--- src/rtl/pc_unit_ras.sv ---
// Program-counter unit with a circular return-address stack.
// State updates on the falling clock edge; next address is selected from sequential, branch, jump or return.
module pc_unit_ras #(
    parameter int unsigned WIDTH        = 32,
    parameter logic [WIDTH-1:0] RESET_VECTOR = '0,
    parameter int unsigned INC          = 4,
    parameter int unsigned RAS_DEPTH    = 4
) (
    input  logic             CLK,
    input  logic             Reset,
    input  logic             PCWre,
    input  logic [1:0]       PCSrc,
    input  logic [WIDTH-1:0] Imm,
    input  logic [WIDTH-1:0] JumpAddr,
    input  logic             Call,
    output logic [WIDTH-1:0] Addr,
    output logic [WIDTH-1:0] AddrPlus,
    output logic             RasEmpty,
    output logic             RasFull,
    output logic             RasOverflow,
    output logic             RasUnderflow,
    output logic             Misaligned
);

    localparam int unsigned PTR_W = $clog2(RAS_DEPTH);
    localparam int unsigned CNT_W = PTR_W + 1;

    typedef enum logic [1:0] {
        SRC_SEQ    = 2'b00,
        SRC_BRANCH = 2'b01,
        SRC_JUMP   = 2'b10,
        SRC_RETURN = 2'b11
    } src_e;

    logic [WIDTH-1:0] ras [RAS_DEPTH];
    logic [PTR_W-1:0] top;
    logic [CNT_W-1:0] count;
    logic [WIDTH-1:0] next_addr;
    logic             do_pop;
    logic             do_push;
    logic             ret_empty;
    src_e             src;

    assign src        = src_e'(PCSrc);
    assign AddrPlus   = Addr + WIDTH'(INC);
    assign RasEmpty   = (count == '0);
    assign RasFull    = (count == CNT_W'(RAS_DEPTH));
    assign Misaligned = (Addr[1:0] != 2'b00);

    assign do_pop    = (src == SRC_RETURN) && !RasEmpty;
    assign ret_empty = (src == SRC_RETURN) && RasEmpty;
    assign do_push   = Call;

    always_comb begin
        next_addr = AddrPlus;
        unique case (src)
            SRC_SEQ:    next_addr = AddrPlus;
            SRC_BRANCH: next_addr = AddrPlus + {Imm[WIDTH-3:0], 2'b00};
            SRC_JUMP:   next_addr = JumpAddr;
            SRC_RETURN: next_addr = RasEmpty ? AddrPlus : ras[top];
            default:    next_addr = AddrPlus;
        endcase
    end

    always_ff @(negedge CLK or posedge Reset) begin
        if (Reset) begin
            Addr         <= RESET_VECTOR;
            top          <= '0;
            count        <= '0;
            RasOverflow  <= 1'b0;
            RasUnderflow <= 1'b0;
        end else if (PCWre) begin
            Addr <= next_addr;
            if (ret_empty)
                RasUnderflow <= 1'b1;
            // Pop+push in one update is a replace of the top entry: pointer and count stay put.
            if (do_push && !do_pop) begin
                top <= top + PTR_W'(1);
                if (RasFull)
                    RasOverflow <= 1'b1;
                else
                    count <= count + CNT_W'(1);
            end else if (do_pop && !do_push) begin
                top   <= top - PTR_W'(1);
                count <= count - CNT_W'(1);
            end
        end
    end

    // Stack contents need no reset; only pointer and count define validity.
    always_ff @(negedge CLK) begin
        if (PCWre && !Reset && do_push) begin
            if (do_pop)
                ras[top] <= AddrPlus;
            else
                ras[top + PTR_W'(1)] <= AddrPlus;
        end
    end

endmodule

--- config.mk ---
export PLATFORM = sky130hd
export DESIGN_NAME = pc_unit_ras
export DESIGN_NICKNAME = d
export VERILOG_FILES = /design/src/rtl/pc_unit_ras.sv
export SDC_FILE = /design/constraint.sdc
export NUM_CORES = 1
export LEC_CHECK = 0
export BUFFER_PORTS_ARGS = -buffer_cell sky130_fd_sc_hd__buf_2
export CAP_MARGIN = 25
export CORE_UTILIZATION = 50
export CTS_CLUSTER_DIAMETER = 50
export CTS_CLUSTER_SIZE = 16
export DETAILED_ROUTE_END_ITERATION = 7
export PLACE_DENSITY = 0.76
export SLEW_MARGIN = 5
export SYNTH_ARGS = -nofsm -noshare
export SYNTH_HDL_FRONTEND = slang
export SYNTH_SLANG_ARGS = --single-unit
--- constraint.sdc ---
create_clock -name CLK -period 5 [get_ports CLK]
set_clock_uncertainty 0.1 [all_clocks]
set_input_delay 0.25 -clock CLK [delete_from_list [all_inputs] [get_ports CLK]]
set_output_delay 0.25 -clock CLK [all_outputs]
set_load 0.005 [all_outputs]
==> results.md, run 1 <==
* Die H at 141 um
* H-tree levels at 4
* TritonCTS buffer count at 17
* Synth Instances at 838
* Post-DP HPWL at 21.3 mm
* First-pass GRT wire length at 47.2 mm
* Max IR drop VDD at 0.000350 V
* Hold Crit Depth at 1
* Number of port buffers at 136
* Cells on worst reg2reg path at 20
* RSZ-0062 raised after global routing: yes
* Overall Power at 0.00748 W
* DRT iter0 DRCs at 1089
* Slowest cell on crit path: dfrtn_1
* Ys flop type: edfxtp_1
* Nets at 1347
* FF+latch count, synth at 167
* PnR worst setup slack at -0.106 ns
* Clk root buf: clkbuf_16
* Avg Cell Area, Syn at 11.5 um^2
* Max_cap viols at 0
* Headroom to the max-slew limit at 38.3%
* Total grt overflow at 0
* Worst endpoint required time at 4.65 ns
* Syn-to-layout area delta at 36.2%
* Top Ports at 139
* Crit-path max FO at 5
* CP max stage delay at approximately 0.45 ns
* Crit. End Element: output pin
* Final Max Slew Viols at 0
* Metal2 WL at 14.5 mm
* DRT Wirelength at 31.0 mm
* Metal-1 WL at 12.4 mm
* Setup TNS at -0.573 ns
* Highest metal used: met4
* Vias per inst at between 6 and 7
* # hold bufs at CTS at 0
* Outcome: complete, but fails checks
* Core ar. at between 15000 and 20000 um^2
* Antenna diodes at 0
* Clock Tree Buf Depth at 2
* YS warnings at 0
* CTS sink cnt at 167
* Syn Std Cell Area at 9640 um^2
* Initial antenna violation count at 0
* Setup CP Type: reg2out
* Fin util at 69.9%
* Clock latency on the worst-skew pair at slightly below 0.5 ns
* Critical Path Start Type: register
* Number of global-route vias before repair at ~8800
* Critical Path, Cell by Cell: nand4_1 > nor2_1 > and3_4 > and4bb_2 > xor2_2 > buf_2
* Worst EP arrival at 4.76 ns
* Cell Pwr Density at around 570 nW/um^2
* Clk slew on worst S/H paths at around 0.05 ns
* Row count at 50
* Register area share after synthesis at 50.0%
* Post-synth cell types at 76
* TritonCTS clock tree: yes
* Syn nets at 949
* Die ar. at 19800 um^2
* Most common cell after layout, fill and taps aside: inv_1
* Final ANT Viol Nets at 0
* Initial Util at 51.4%
* Gpl congestion at 0.936
* Final Hold Violating Endpoints at 0
* Post-synth EDFFs at ~130
* Drt first pass iters at 8
* Avg WL per Cell at about 21 um
* Hold crit path type: reg2reg
* Actual slew at the worst max-slew pin at 0.922 ns
* Die width at between 100 and 150 um
* Leakage power at 5.90 nW
* Met3 WL post-DR at between 2 and 3 mm
* Async SR Flop Fraction at a little under a quarter
* Via count at 8954
* Failing checks: setup timing
* # setup viols final at 12
* Largest net degree at the start of global routing at 41
* Total track usage at a little under a third
* Most frequent cells in the layout: 160 x inv_1, 154 x buf_4, 136 x buf_2
* DRC at 0
* Fraction of layout instances using a drive strength above 1 at 34.9%
[synth_stat cells (5+ instances only)]
cell type | instances | area [um^2]
xor2_1 | 34 | 298
nor3_1 | 13 | 65.1
nand2b_1 | 6 | 37.5
and3_1 | 11 | 68.8
a21o_1 | 11 | 82.6
a21oi_1 | 61 | 305
xnor2_1 | 22 | 193
mux2i_1 | 5 | 50.1
mux4_2 | 35 | 788
inv_1 | 34 | 128
a211oi_1 | 6 | 45.0
dfrtn_1 | 39 | 976
buf_1 | 6 | 22.5
a221oi_1 | 5 | 43.8
nand2_1 | 69 | 259
o21ai_0 | 54 | 270
and4_1 | 6 | 52.6
edfxtp_1 | 128 | 3840
o21bai_1 | 5 | 37.5
nand4_1 | 6 | 37.5
a31oi_1 | 7 | 43.8
o22ai_1 | 7 | 43.8
o21a_1 | 8 | 60.1
buf_2 | 6 | 30.0
mux2_2 | 8 | 90.1
nand3_1 | 28 | 140
clkbuf_1 | 30 | 113
nor2_1 | 60 | 225
ha_1 | 39 | 488
[cell type report]
cell class | instances | area [um^2]
Multi-Input combinational cell | 591 | 4840
Tap cell | 234 | 293
Clock buffer | 18 | 429
Fill cell | 1312 | 5640
Inverter | 33 | 128
Timing Repair Buffer | 298 | 1980
Clock inverter | 142 | 632
Sequential cell | 167 | 4820
[timing repair]
item | in CTS | in global routing
resized for setup | 30 | 22
endpoints found under the setup margin | 18 | 24
setup buffers | 11 | 5
pin swaps | 8 | 6
[kinds of logic (layout without fill, tap and decap cells)]
family	count (synthesis)	after routing	share of synthesized area [%]
AND/OR/NAND/NOR	227	227	11.6
multiplexers	48	48	9.63
buffers and inverters	80	491	3.35
XOR/XNOR	57	57	5.26
AO/OA/AOI/OAI	218	218	14.7
flip-flops	167	167	50.0
adder cells (fa/ha/maj)	41	41	5.48
[per-layer routing]
layer	vias to the layer above	global-route usage, %
met1	4285	42.9
met2	577	50.8
li1	3974	-
met3	118	5.64
met4	0	14.9
met5	-	0
[path summary, 6_finish.rpt]
check	from	to	slack (ns)
setup / recovery	Addr[14]	AddrPlus[31]	-0.11
hold / removal	RasUnderflow	RasUnderflow	0.30
setup reg to reg	Addr[8]	Addr[31]	0.76
hold reg to reg	RasUnderflow	RasUnderflow	0.30
max in group asynchronous	Reset	Addr[9]	2.08
min in group asynchronous	Reset	top[1]	2.29
[through the flow]
step	cell area, um^2	cells	setup WS [ns]	hold slack (ns)
after CTS	12900	1478	-0.0229	0.302
after detailed placement	11600	1308	-0.316	0.304
after global placement	11600	1308	-0.209	0.299
after floorplan	9690	838	-0.0101	0.304
after global routing	13100	1483	-0.152	0.319
final	13100	1483	-0.106	0.297
[registers in the layout (all words and copies together) (netlist names)]
name          cells
top               2
RasOverflow       1
RasUnderflow      1
Addr             32
count             3
ras             128
[worst max-delay path: cells and delay by family, from the launching register on]
kind                   cells  cell delay, ns
XOR/XNOR                   1            0.20
AND/OR/NAND/NOR            4            1.04
flip-flops                 1            0.45
buffers and inverters      1            0.15
[power by group]
| group | leakage [nW] | switching [W] | internal [W] |
|---|---|---|---|
| clock network | 0.963 | 0.000928 | 0.000806 |
| registers | 1.61 | 0.000220 | 0.00185 |
| logic | 3.32 | 0.00194 | 0.00174 |
No activity file was read; power rests on OpenSTA's default activity.
==> inputs of run 2 (changes only) <==
--- a/config.mk
+++ b/config.mk
@@ -9,3 +9,5 @@
 export CAP_MARGIN = 25
-export CORE_UTILIZATION = 50
+export CELL_PAD_IN_SITES_DETAIL_PLACEMENT = 1
+export CELL_PAD_IN_SITES_GLOBAL_PLACEMENT = 1
+export CORE_UTILIZATION = 46
 export CTS_CLUSTER_DIAMETER = 50
@@ -13,3 +15,3 @@
 export DETAILED_ROUTE_END_ITERATION = 7
-export PLACE_DENSITY = 0.76
+export PLACE_DENSITY = 0.85
 export SLEW_MARGIN = 5
==> constraint.sdc (replaced) <==
create_clock -name CLK -period 5 [get_ports CLK]
set_clock_uncertainty 0.1 [all_clocks]
set_input_delay 1 -clock CLK [delete_from_list [all_inputs] [get_ports CLK]]
set_output_delay 1 -clock CLK [all_outputs]
set_load 0.005 [all_outputs]
==> run 2 against run 1 <==
Effect of this change: synthesized cell count unchanged; synthesized area unchanged; the run now fails in 4_1_cts.
==> results.md, run 2 <==
* Syn Std Cell Area at about 9600 um^2
* Outcome: aborted with a tool error
* Largest cells by area after synthesis: edfxtp_1 40%, dfrtn_1 10%, mux4_2 8.2%
* Post_cts resized at 139
* Post-synth top cells: 128 x edfxtp_1, 69 x nand2_1, 61 x a21oi_1, 60 x nor2_1, 54 x o21ai_0
* Die H at 147 um
* Most numerous cell in the Yosys netlist: edfxtp_1
* Ys flop type: edfxtp_1
* Clock Tree Buf Depth at 2
* YS warnings at 0
* Initial Util at ~47%
* Post-DP HPWL at 31.0 mm
* Synth Instances at roughly 840
* Number of instances in the placed design at 1435
* Dpl ws at -1.07 ns
* Die width at 147 um
* Syn nets at around 950
* Gpl congestion at ~0.94
* Async SR Flop Fraction at between 20% and 30%
* CTS sink cnt at 167
* Top Ports at 139
* Fail Step: 4_1_cts
* Clk root buf: clkbuf_16
* Post-synth cell types at 76
* Avg Cell Area, Syn at 11.5 um^2
* Number of port buffers at 136
* Top cell type's share of synthesized area at 39.9%
* TritonCTS buffer count at 17
* Number of setup buffers added after CTS at 40
* Post-synth top area cell: edfxtp_1
* Post-synth EDFFs at 128
* # hold bufs at CTS at 0
* Register area share after synthesis at about 50%
* Row count at 52
* H-tree levels at 4
* Error: [ERROR DPL-0033] detailed placement checks failed during check placement.
* FF+latch count, synth at 167
[run 2: cell counts after synthesis]
No cell type changed its count.
[run 2: stage by stage]
stage | instance area (um^2) | hold slack, ns | utilization [%]
detailed placement | 13200 | 0.341 | 64.9
global placement | 13200 | 0.296 | 64.9
floorplan | 10600 | 0.304 | -
[run 2: cells by family after synthesis]
group,synth area share [%]
AOI/OAI and AO/OA,14.7
and+or+nand+nor,11.6
xor gates and xnor gates,5.26
muxes,9.63
adders and majority gates,5.48
DFF,50.0
buffers and inverters,3.35
==> inputs of run 3 (changes only) <==
Settings changed: CELL_PAD_IN_SITES_DETAIL_PLACEMENT 1 to not set, CELL_PAD_IN_SITES_GLOBAL_PLACEMENT 1 to not set, CORE_UTILIZATION 46 to 35, CTS_CLUSTER_DIAMETER 50 to not set, CTS_CLUSTER_SIZE 16 to not set, PLACE_DENSITY 0.85 to not set, PLACE_DENSITY_LB_ADDON set to 0.15.
==> run 3 against run 2 <==
Effect of this change: the flow now finishes, with violations (setup timing).
==> results.md, run 3 (synthesized netlist as in run 1, its figures left out) <==
* Gpl congestion at 0.886
* Leakage power at approximately 6.7 nW
* Syn-to-layout area delta at 59.2%
* Initial Util at 35.8%
* Die width at 168 um
* Headroom to the max-slew limit at 38.6%
* Slowest cell on crit path: dfrtn_1
* Most common cell after layout, fill and taps aside: buf_4
* Register name with the most flops: ras
* Setup TNS at -25.47 ns
* Avg WL per Cell at 20.1 um
* Core ar. at ~27000 um^2
* Largest net degree at the start of global routing at 52
* Fin util at 56.9%
* DRT iter0 DRCs at 563
* Max_cap viols at 0
* Worst EP arrival at 4.68 ns
* Max IR drop VDD at between 0.0002 and 0.00025 V
* Initial antenna violation count at 0
* PnR worst setup slack at -0.782 ns
* Hold crit path type: reg2reg
* Setup CP Type: reg2out
* CP max stage delay at 0.47 ns
* CTS sink cnt at 167
* Drt first pass iters at 7
* Antenna diodes at 0
* Row count at 60
* DRT Wirelength at 34.3 mm
* Final Max Slew Viols at 0
* Clk root buf: clkbuf_16
* First-pass GRT wire length at 52.0 mm
* Critical Path Start Type: register
* Number of global-route vias before repair at 8899
* Critical Path, Cell by Cell: nand3_2 > nor3_4 > and3_4 > and4bb_2 > xor2_2 > buf_2
* Final Hold Violating Endpoints at 0
* Final ANT Viol Nets at 0
* Post-DP HPWL at between 20 and 25 mm
* Outcome: complete, but fails checks
* Nets at about 1500
* Biggest registers after layout: ras x128, Addr x32, count x3
* Cell Pwr Density at 553 nW/um^2
* Worst endpoint required time at 3.90 ns
* Clock Tree Buf Depth at 2
* Failing checks: setup timing
* Total grt overflow at 0
* DRC at 0
* Number of port buffers at about 140
* Clk slew on worst S/H paths at 0.05 ns
* CP delay by family, top: simple AND/OR/NAND/NOR gates
* RSZ-0062 raised after global routing: yes
* WP buf/inv at 1
* Crit-path max FO at 5
* Actual slew at the worst max-slew pin at 0.922 ns
* Clock latency on the worst-skew pair at 0.48 ns
* Via count at between 8000 and 9000
* Final hold slack at 0.311 ns
* Die H at 168 um
* TritonCTS buffer count at 17
* TritonCTS clock tree: yes
* Fraction of layout instances using a drive strength above 1 at about half
* Overall Power at 0.00849 W
* H-tree levels at 4
* Die ar. at between 20000 and 30000 um^2
* Total track usage at about 25%
* # setup viols final at 52
* Top Ports at 139
* Max reg flops at 128
* Crit. End Element: output pin
* Most frequent cells in the layout: 239 x buf_4, 157 x inv_1, 129 x buf_2
* Vias per inst at 5.25
## run 3: worst paths after layout
check	from	to	slack, ns	depth (start not counted)
worst max-delay path	Addr[3]	AddrPlus[31]	-0.78	6
worst min register to register	RasUnderflow	RasUnderflow	0.31	1
worst max register to register	Addr[3]	Addr[29]	1.07	17
worst min-delay path	RasUnderflow	RasUnderflow	0.31	1
max in group asynchronous	Reset	Addr[29]	1.26	3
min in group asynchronous	Reset	Addr[1]	3.09	3
## run 3: final cells by class
| cell class | count | area [um^2] |
|---|---|---|
| multi-input combinational | 591 | 5840 |
| inverter | 33 | 130 |
| clock buffer | 19 | 454 |
| tap | 341 | 427 |
| clock inverter | 141 | 624 |
| timing repair buffer | 412 | 3050 |
| sequential | 167 | 4820 |
| fill | 2292 | 11600 |
## run 3: where the power goes
group / leakage [nW] / internal (W) / switching [W]
Sequential: 1.61 / 0.00185 / 0.000155
Clock: 0.975 / 0.000834 / 0.000911
Combinational: 4.15 / 0.00236 / 0.00238
Total: 6.73 / 0.00504 / 0.00345
## run 3: layer usage
metal / wire length, um / track usage [%] / part of all wire [%] / up-vias
li1: - / - / - / 4198
met2: 15700 / 38.6 / 46 / 290
met4: 560 / 7.58 / 1.6 / 0
met5: 0 / 0 / 0 / -
met1: 16200 / 36.1 / 47 / 4425
met3: 1840 / 3.90 / 5.3 / 35
## run 3: timing repair
action                     CTS  global route
gates resized for setup     94            39
hold buffers                 0             0
gates cloned                 0             0
pin swaps                   73            49
setup endpoints to repair   54            56
buffers inserted            25            16
## run 3: metrics by stage
stage,worst slack [ns],instances,instance area [um^2]
after floorplan,-0.716,838,10600
after global placement,-0.981,1508,13300
after detailed placement,-1.03,1508,13300
after CTS,-0.819,1689,15000
after global routing,-0.862,1704,15300
final,-0.782,1704,15300
==> inputs of run 4 (changes only) <==
Settings changed: TNS_END_PERCENT set to 1.
==> run 4 against run 3 <==
Effect of this change: sequential power is essentially flat; global-route usage shrank 0.79 points; combinational power shrank 12%; first-iteration DRC count grew 2.0%; flip-flop and latch count is the same; critical path type unchanged; final area shrank 6.9%; total power shrank 7.3%; die area is the same; non-clock buffer count shrank 15; register-to-register slack lost 0.19 ns; sequential share of layout area grew 2.3 points; highest routed layer unchanged; core utilization shrank 3.9 points; the run still ends with setup timing left.
==> results.md, run 4 (synthesized netlist as in run 1, its figures left out) <==
* Outcome: complete, but fails checks
* Failing checks: setup timing
* Max reg flops at 128
* Actual slew at the worst max-slew pin at 0.736 ns
* Hold Crit Depth at 1
* Fin util at a little over half
* Worst R2R Start: Addr[6]
* Cell Pwr Density at 551 nW/um^2
* Number of global-route vias before repair at 8833
* Total track usage at about a quarter
* Vias per inst at 5.17
* Max IR drop VDD at approximately 0.00023 V
* CP endpoint: AddrPlus[18]
* Gpl congestion at 0.897
* CTS sink cnt at 167
* Die ar. at 28200 um^2
* Drt first pass iters at 5
* Crit-path max FO at 4
* Worst endpoint required time at 3.90 ns
* Nets at 1446
* H-tree levels at 4
* GR Util met1 at 33.4%
* # setup viols final at 54
* Max_cap viols at 0
* DRC at 0
* Most frequent cells in the layout: 246 x buf_4, 159 x inv_1, 131 x buf_2
* Final Max Slew Viols at 0
* PnR worst setup slack at -0.803 ns
* Total grt overflow at 0
* Met2 usage at 38.4%
* Register name with the most flops: ras
* Setup CP Type: reg2out
* Die H at 168 um
* Clock Tree Buf Depth at 2
* Worst EP arrival at about 4.7 ns
* DRT Wirelength at 33.3 mm
* Final ANT Viol Nets at 0
* Leakage power at approximately 6.4 nW
* Clk root buf: clkbuf_16
* Grt met3 use at under 10%
* Antenna diodes at 0
* Initial Util at 35.8%
* Cells on worst reg2reg path at 18
* Setup slack, reg-to-reg at 0.88 ns
* # hold bufs at CTS at 0
* Syn-to-layout area delta at 48.2%
* Core ar. at 27000 um^2
* Hold crit path type: reg2reg
* Most common cell after layout, fill and taps aside: buf_4
* RSZ-0062 raised after global routing: yes
* Final Hold Violating Endpoints at 0
* Top Ports at 139
* Die width at 168 um
* Biggest registers after layout: ras x128, Addr x32, count x3
* R2R Path End: Addr[29]
* Headroom to the max-slew limit at 50.7%
* Initial antenna violation count at 0
* Non-Filler Instances at 1689
* Crit. Startpoint: Addr[6]
* Busiest layer in global routing: met2
* First-pass GRT wire length at a little over 50 mm
* Crit. End Element: output pin
* TritonCTS buffer count at 17
* Largest net degree at the start of global routing at 42
* Critical Path Start Type: register
* Number of port buffers at 136
* Fraction of layout instances using a drive strength above 1 at 42.1%
* Post-DP HPWL at between 20 and 25 mm
* Via count at 8738
* Number of instances in the placed design at between 1500 and 2000
* Clk slew on worst S/H paths at 0.05 ns
* DRT iter0 DRCs at 574
* TritonCTS clock tree: yes
* Avg WL per Cell at 19.7 um
* Row count at 60
* Clock latency on the worst-skew pair at 0.47 ns
-- run 4: area by class of cell --
| class | count | area (um^2) |
|---|---|---|
| clock buffers | 17 | 425 |
| repair buffers | 397 | 2790 |
| clock inverters | 143 | 642 |
| fillers | 2439 | 12700 |
| flip-flops and latches | 167 | 4820 |
| multi-input cells | 591 | 5050 |
| inverters | 33 | 128 |
| well taps | 341 | 427 |
-- run 4: repair_timing --
action                                  CTS  global route
setup buffers                             5             6
endpoints found under the setup margin   55            56
resized for setup                        68            31
endpoints found under the hold margin     0             0
cloned                                    0             0
pin swaps                                30            17
-- run 4: power breakdown --
group          switching [W]  total, W  internal, W  leakage, nW
clock network       0.000875   0.00171     0.000840        0.964
registers           0.000123   0.00197      0.00185         1.61
logic                0.00217   0.00418      0.00201         3.85
total                0.00317   0.00787      0.00470         6.43
-- run 4: worst min path at each step --
stage / from / end / slack, ns
finish: RasUnderflow / RasUnderflow / 0.30
global route: RasOverflow / RasOverflow / 0.34
CTS: RasUnderflow / RasUnderflow / 0.31
detailed placement: RasUnderflow / RasUnderflow / 0.31
global placement: RasUnderflow / RasUnderflow / 0.30
floorplan: count[2] / count[2] / 0.30
-- run 4: worst max-delay path: stages (launching register included) --
cell	delay (ns)
dfrtn_1	0.46
nand4_4	0.15
buf_6	0.15
nor3_4	0.16
buf_6	0.14
and4_4	0.24
nand3_2	0.07
xnor2_1	0.15
buf_4	0.16
buf_6	0.09
-- run 4: metrics by stage --
step                      hold slack, ns  setup TNS, ns  area [um^2]  power (W)  setup WS (ns)
final                              0.303         -25.04        14300    0.00787         -0.803
after global routing               0.341         -29.90        14300    0.00838         -0.893
after CTS                          0.307         -25.23        14100    0.00776         -0.834
after detailed placement           0.306         -45.46        12600    0.00597          -1.04
after global placement             0.302         -43.88        12600    0.00595         -0.988
after floorplan                    0.304         -82.08         9710    0.00415         -0.723
-- run 4: metal layers --
layer | wire length (um) | up-vias
li1 | - | 4164
met1 | 15500 | 4278
met2 | 15400 | 248
met3 | 1520 | 48
met4 | 830 | 0
met5 | 0 | -
